===== config.mk =====
export PLATFORM = sky130hd
export DESIGN_NAME = eth_rx_mac
export DESIGN_NICKNAME = d
export VERILOG_FILES = /design/src/rtl/eth_rx_mac.sv
export SDC_FILE = /design/constraint.sdc
export NUM_CORES = 1
export LEC_CHECK = 0
export BUFFER_PORTS_ARGS = -buffer_cell sky130_fd_sc_hd__buf_4
export CORE_ASPECT_RATIO = 0.75
export CORE_UTILIZATION = 40
export DETAILED_ROUTE_END_ITERATION = 10
export MAX_ROUTING_LAYER = met4
export PLACE_DENSITY = 0.67
export SLEW_MARGIN = 20
export SYNTH_ARGS = -nofsm -noshare
export SYNTH_HDL_FRONTEND = slang
export SYNTH_SLANG_ARGS = --single-unit

===== constraint.sdc =====
create_clock -name clk -period 2.8 [get_ports clk]
set_clock_uncertainty 0.15 [all_clocks]
set_input_delay 0.28 -clock clk [delete_from_list [all_inputs] [get_ports clk]]
set_output_delay 0.28 -clock clk [all_outputs]
set_load 0.02 [all_outputs]

===== src/rtl/eth_rx_mac.sv =====
// rtl/eth_rx_mac.sv - Ethernet RX MAC: frame delimiting, FCS check/strip, EOF/error marking, counters (optional ETH_RX_ADDR_FILTER_EN)
module eth_rx_mac #(
  parameter int          MIN_FRAME = 64,
  parameter int          MAX_FRAME = 1518,
  parameter logic [47:0] MAC_ADDR  = 48'h02_00_00_00_00_01
) (
  input  logic        clk,
  input  logic        reset_n,
  input  logic        in_valid,
  input  logic [7:0]  in_data,
  output logic        out_valid,
  output logic [7:0]  out_data,
  output logic        out_eof,
  output logic        out_err,
  output logic [15:0] frames_ok,
  output logic [15:0] frames_err
);

  localparam logic [31:0] CRC_INIT    = 32'hFFFF_FFFF;
  localparam logic [31:0] CRC_RESIDUE = 32'hDEBB_20E3;
  localparam logic [10:0] MIN_LEN     = 11'(MIN_FRAME);
  localparam logic [10:0] MAX_LEN     = 11'(MAX_FRAME);

  typedef enum logic [1:0] {
    S_IDLE,
    S_FILL,
    S_STREAM,
    S_DROP
  } state_t;

  state_t            state_q, state_d;
  logic [10:0]       cnt_q, cnt_d;
  logic [31:0]       crc_q, crc_d;
  logic [4:0][7:0]   dl_q, dl_d;
  logic              out_valid_q, out_valid_d;
  logic [7:0]        out_data_q, out_data_d;
  logic              out_eof_q, out_eof_d;
  logic              out_err_q, out_err_d;
  logic [15:0]       ok_q, ok_d;
  logic [15:0]       err_q, err_d;

  logic [10:0]       cnt_inc;
  logic [31:0]       crc_next;
  logic              frame_bad;
  logic              da_ok;

  // Reflected CRC-32, one byte per call, LSB first
  function automatic logic [31:0] crc_byte(input logic [31:0] c, input logic [7:0] b);
    logic [31:0] r;
    r = c ^ {24'h0, b};
    for (int k = 0; k < 8; k++) begin
      r = r[0] ? ((r >> 1) ^ 32'hEDB8_8320) : (r >> 1);
    end
    return r;
  endfunction

  function automatic logic [15:0] sat_inc(input logic [15:0] v);
    return (v == 16'hFFFF) ? v : v + 16'd1;
  endfunction

  assign cnt_inc   = (cnt_q == 11'h7FF) ? cnt_q : cnt_q + 11'd1;
  assign crc_next  = crc_byte(crc_q, in_data);
  assign frame_bad = (crc_q != CRC_RESIDUE) || (cnt_q < MIN_LEN) || (cnt_q > MAX_LEN);

`ifdef ETH_RX_ADDR_FILTER_EN
  // DA is bytes 1..5 still in the delay line (oldest first) plus the 6th on the input
  logic [47:0] da;
  assign da    = {dl_q[4], dl_q[3], dl_q[2], dl_q[1], dl_q[0], in_data};
  assign da_ok = (da == MAC_ADDR) || (da == 48'hFFFF_FFFF_FFFF);
`else
  logic unused_mac_addr;
  assign unused_mac_addr = ^MAC_ADDR;
  assign da_ok           = 1'b1;
`endif

  // Next-state, delay line, CRC, output and counter logic
  always_comb begin
    state_d     = state_q;
    cnt_d       = cnt_q;
    crc_d       = crc_q;
    dl_d        = dl_q;
    out_valid_d = 1'b0;
    out_data_d  = out_data_q;
    out_eof_d   = 1'b0;
    out_err_d   = 1'b0;
    ok_d        = ok_q;
    err_d       = err_q;

    case (state_q)
      S_IDLE: begin
        if (in_valid) begin
          state_d = S_FILL;
          cnt_d   = 11'd1;
          crc_d   = crc_byte(CRC_INIT, in_data);
          dl_d    = {32'h0, in_data};
        end
      end

      S_FILL: begin
        if (in_valid) begin
          cnt_d = cnt_inc;
          crc_d = crc_next;
          dl_d  = {dl_q[3:0], in_data};
          if (cnt_q == 11'd4) begin
            state_d = S_STREAM;
          end
        end else begin
          // Runt: nothing was emitted, so only the error counter records it
          err_d   = sat_inc(err_q);
          cnt_d   = '0;
          dl_d    = '0;
          state_d = S_IDLE;
        end
      end

      S_STREAM: begin
        if (in_valid) begin
          if (cnt_q == 11'd5 && !da_ok) begin
            state_d = S_DROP;
          end else begin
            out_valid_d = 1'b1;
            out_data_d  = dl_q[4];
            cnt_d       = cnt_inc;
            crc_d       = crc_next;
            dl_d        = {dl_q[3:0], in_data};
          end
        end else begin
          // Oldest entry is the last payload byte; the other four are the FCS
          out_valid_d = 1'b1;
          out_data_d  = dl_q[4];
          out_eof_d   = 1'b1;
          out_err_d   = frame_bad;
          if (frame_bad) begin
            err_d = sat_inc(err_q);
          end else begin
            ok_d = sat_inc(ok_q);
          end
          cnt_d   = '0;
          dl_d    = '0;
          state_d = S_IDLE;
        end
      end

      S_DROP: begin
        if (!in_valid) begin
          cnt_d   = '0;
          dl_d    = '0;
          state_d = S_IDLE;
        end
      end

      default: state_d = S_IDLE;
    endcase
  end

  // State and output registers with synchronous active-low reset
  always_ff @(posedge clk) begin
    if (!reset_n) begin
      state_q     <= S_IDLE;
      cnt_q       <= '0;
      crc_q       <= CRC_INIT;
      dl_q        <= '0;
      out_valid_q <= 1'b0;
      out_data_q  <= '0;
      out_eof_q   <= 1'b0;
      out_err_q   <= 1'b0;
      ok_q        <= '0;
      err_q       <= '0;
    end else begin
      state_q     <= state_d;
      cnt_q       <= cnt_d;
      crc_q       <= crc_d;
      dl_q        <= dl_d;
      out_valid_q <= out_valid_d;
      out_data_q  <= out_data_d;
      out_eof_q   <= out_eof_d;
      out_err_q   <= out_err_d;
      ok_q        <= ok_d;
      err_q       <= err_d;
    end
  end

  assign out_valid  = out_valid_q;
  assign out_data   = out_data_q;
  assign out_eof    = out_eof_q;
  assign out_err    = out_err_q;
  assign frames_ok  = ok_q;
  assign frames_err = err_q;

endmodule


==> results.json <==
{
  "status": "finished, violations left",
  "violations": "DRC",
  "finalSetupViolations": 0,
  "dieArea_um2": 17500,
  "synth_seq_area_share": 0.378,
  "final-hold-violation-count": 0,
  "drive_gt1_frac": 0.155,
  "ant_nets": 0,
  "ys_async_sr_fraction": 0,
  "total_via_count_after_detailed_routing": 5587,
  "synth_xor_xnor_area_share": 0.197,
  "cts.root.buffer_cell": "sky130_fd_sc_hd__clkbuf_16",
  "synthAdderAreaFrac": 0.0166,
  "number_of_enable_flip_flop_cells_after_synthesis": 0,
  "routed_wl_um": 16700,
  "syn_avg_cell_area_um2": 8.88,
  "worst-endpoint-arrival_ps": 2840,
  "globalRouteTotalUtil": 0.206,
  "post-route-min-period_ps": 2640,
  "number_of_standard_cells_after_synthesis": 764,
  "ys_seq_elements": 128,
  "post-layout-total-power_mw": 6.47,
  "initial_core_util": 0.416,
  "drt_iter0_markers": 527,
  "maxClockFrequency_mhz": 379,
  "placed_area_um2": 7460,
  "netlist-cell-type-count": 54,
  "setup-tns-final_ps": 0,
  "final_cell_count_no_fill": 1034,
  "yosysWarnings": 0,
  "final_common_cell": "sky130_fd_sc_hd__dfxtp_1",
  "number_of_antenna_violations_at_the_first_check_in_global_routing": 0,
  "pins_over_their_slew_limit": 0,
  "timing.final.crit_share": 0.942,
  "cts.sink_count": 128,
  "rel_slew_slack": 0.515,
  "worstPathBufferInverterCount": 0,
  "buffer_ports.inserted": 53,
  "drv_cap": 0,
  "synth_top_cell_area_share": 0.378,
  "crit_path_top_delay_cell": "sky130_fd_sc_hd__or4_1",
  "netlist_top_cells_area": "sky130_fd_sc_hd__dfxtp_1, sky130_fd_sc_hd__xnor2_1, sky130_fd_sc_hd__nor2_1, sky130_fd_sc_hd__xor2_1, sky130_fd_sc_hd__a22oi_1",
  "critPathRequiredTime_ps": 3010,
  "postSynth.topFlopCell": "sky130_fd_sc_hd__dfxtp_1",
  "clock_tree_from_tritoncts": "built",
  "detailedPlace.worstSlack_ps": 136,
  "setup.worst_path.end_class": "flop",
  "synth_top_family_by_area": "XOR/XNOR gates",
  "clock_path_buffers": 2,
  "slowest_delay_ps": 520,
  "grt_setup_unrepaired": "no",
  "vias_per_cell": 5.40,
  "clock_insertion_delay_at_the_later_pin_of_the_skew_report_ps": 430,
  "std_cell_rows": 40,
  "place.gp.congestion": 0.889,
  "synth_top_cell_by_area": "sky130_fd_sc_hd__dfxtp_1",
  "layout_common_cells": "sky130_fd_sc_hd__dfxtp_1, sky130_fd_sc_hd__nor2_1, sky130_fd_sc_hd__xnor2_1, sky130_fd_sc_hd__buf_4, sky130_fd_sc_hd__nand2_1",
  "critical-path-top-delay-family": "simple AND/OR/NAND/NOR gates",
  "io_pins": 54,
  "cts_htree_levels": 4,
  "highest_ir_drop_seen_on_vdd_uv": 508,
  "fp.dieW_um": 152,
  "critical_path_class": "flop to flop",
  "postLayoutCellArea_um2": 8060,
  "grt_first_pass_wirelength_um": 27400,
  "post-route-drc-count": 4,
  "grt-ovfl-total": 0,
  "synth_nets": 784,
  "post_cts_buffers": 0,
  "hold-worst-slack_ps": 59.4,
  "antenna_cells_inserted": 0,
  "simple_gate_share_of_the_synthesized_area": 0.184,
  "synth_compound_area_frac": 0.154,
  "leakagePower_nw": 3.07,
  "crit_path_max_fanout": 14,
  "power-per-cell-area_nw_per_um2": 803,
  "fp.dieH_um": 115,
  "critical_path.startpoint_type": "flop",
  "grt_pass1_vias": 5171,
  "place.detailed.hpwl_um": 11600,
  "wire_per_inst_um": 16.2,
  "firstDrtPassIters": 8,
  "final.setup.worst_slack_ps": 163,
  "syn_to_final_growth_pct": 18.8,
  "synth.mux.area_fraction": 0.0299,
  "worst_hold_path_type": "input port to flop",
  "clk_pin_slew_ps": 60,
  "grt_start_max_net_pins": 66,
  "syn_area_um2": 6780,
  "worst_slew_pin_slew_ps": 726,
  "final_util": 0.494,
  "crit_chain": "nor4b_1, nand4_1, a2111oi_4, nand4b_4, or4_1, a21oi_1",
  "dp_cell_count": 1001,
  "numCtsBuffers": 17,
  "num-nets-final": 831,
  "core_area_um2": 16300
}
## flip-flops by register name, summed over array words and instances, names as in the netlist
signal,count
crc_q,32
out_err,1
state_q,2
frames_err,16
out_eof,1
out_data,8
frames_ok,16
cnt_q,11
dl_q,40
out_valid,1
## where the power goes
part / switching [mW] / internal, mW / leakage (nW) / total, mW
clock: 0.913 / 1.27 / 0.274 / 2.18
combinational: 1.21 / 0.987 / 1.75 / 2.20
sequential: 0.130 / 1.96 / 1.04 / 2.09
total: 2.25 / 4.22 / 3.07 / 6.47
## final cells by class
type	count	area (um2)
clock buffer	18	439
fill	1554	8260
multi-input combinational	571	3970
clock inverter	14	141
timing repair buffer	82	643
sequential	128	2560
inverter	11	41.3
tap	210	263
## logic make-up (layout without fill, tap and decap cells)
kind of cell | after synthesis | after routing
buffers and inverters | 65 | 125
AOI/OAI and AO/OA | 157 | 157
and+or+nand+nor | 252 | 252
muxes | 20 | 20
DFF | 128 | 128
adders and majority gates | 9 | 9
xor gates and xnor gates | 133 | 133
## final timing paths
check | startpoint | end | slack (ps) | cells past startpoint
max reg2reg | crc_q[31] | frames_ok[11] | 160 | 6
min | in_data[1] | dl_q[1] | 60 | 3
min reg2reg | frames_err[13] | frames_err[13] | 340 | 2
max | crc_q[31] | frames_ok[11] | 160 | 6
## routing by layer
metal	track usage	up-vias	wire length (um)
met5	-	-	0
met4	0.0660	0	221
met3	0.0441	21	918
met2	0.285	131	6900
met1	0.295	2643	8660
li1	-	2792	-
## what timing repair did
item / 4_1_cts / 5_1_grt
setup endpoints to repair: 0 / 7
gates resized for setup: 0 / 1
hold endpoints to repair: 2 / 0
hold buffers: 1 / 0
## worst reg2reg max path, stage by stage (launching register included)
cell,delay [ps]
sky130_fd_sc_hd__dfxtp_1,360
sky130_fd_sc_hd__nor4b_1,380
sky130_fd_sc_hd__nand4_1,320
sky130_fd_sc_hd__a2111oi_4,430
sky130_fd_sc_hd__nand4b_4,260
sky130_fd_sc_hd__or4_1,520
sky130_fd_sc_hd__a21oi_1,150
## Yosys cell counts, types with 7 or more instances
cell type and number:
sky130_fd_sc_hd__xnor2_1 83, sky130_fd_sc_hd__o21ai_0 28, sky130_fd_sc_hd__xor2_1 38, sky130_fd_sc_hd__nand3_1 17, sky130_fd_sc_hd__o31ai_1 10, sky130_fd_sc_hd__a211oi_1 8, sky130_fd_sc_hd__buf_2 13, sky130_fd_sc_hd__inv_1 11
sky130_fd_sc_hd__dfxtp_1 128, sky130_fd_sc_hd__nand4b_1 7, sky130_fd_sc_hd__o211ai_1 9, sky130_fd_sc_hd__nand2_1 53, sky130_fd_sc_hd__or4_1 10, sky130_fd_sc_hd__nand2b_1 8, sky130_fd_sc_hd__a21oi_1 40, sky130_fd_sc_hd__nor2_1 97
sky130_fd_sc_hd__ha_1 9, sky130_fd_sc_hd__and3_1 9, sky130_fd_sc_hd__clkbuf_1 37, sky130_fd_sc_hd__or3_1 10, sky130_fd_sc_hd__mux2i_1 18, sky130_fd_sc_hd__nand4_1 19, sky130_fd_sc_hd__a22oi_1 40
No activity file was read; power rests on OpenSTA's default activity.
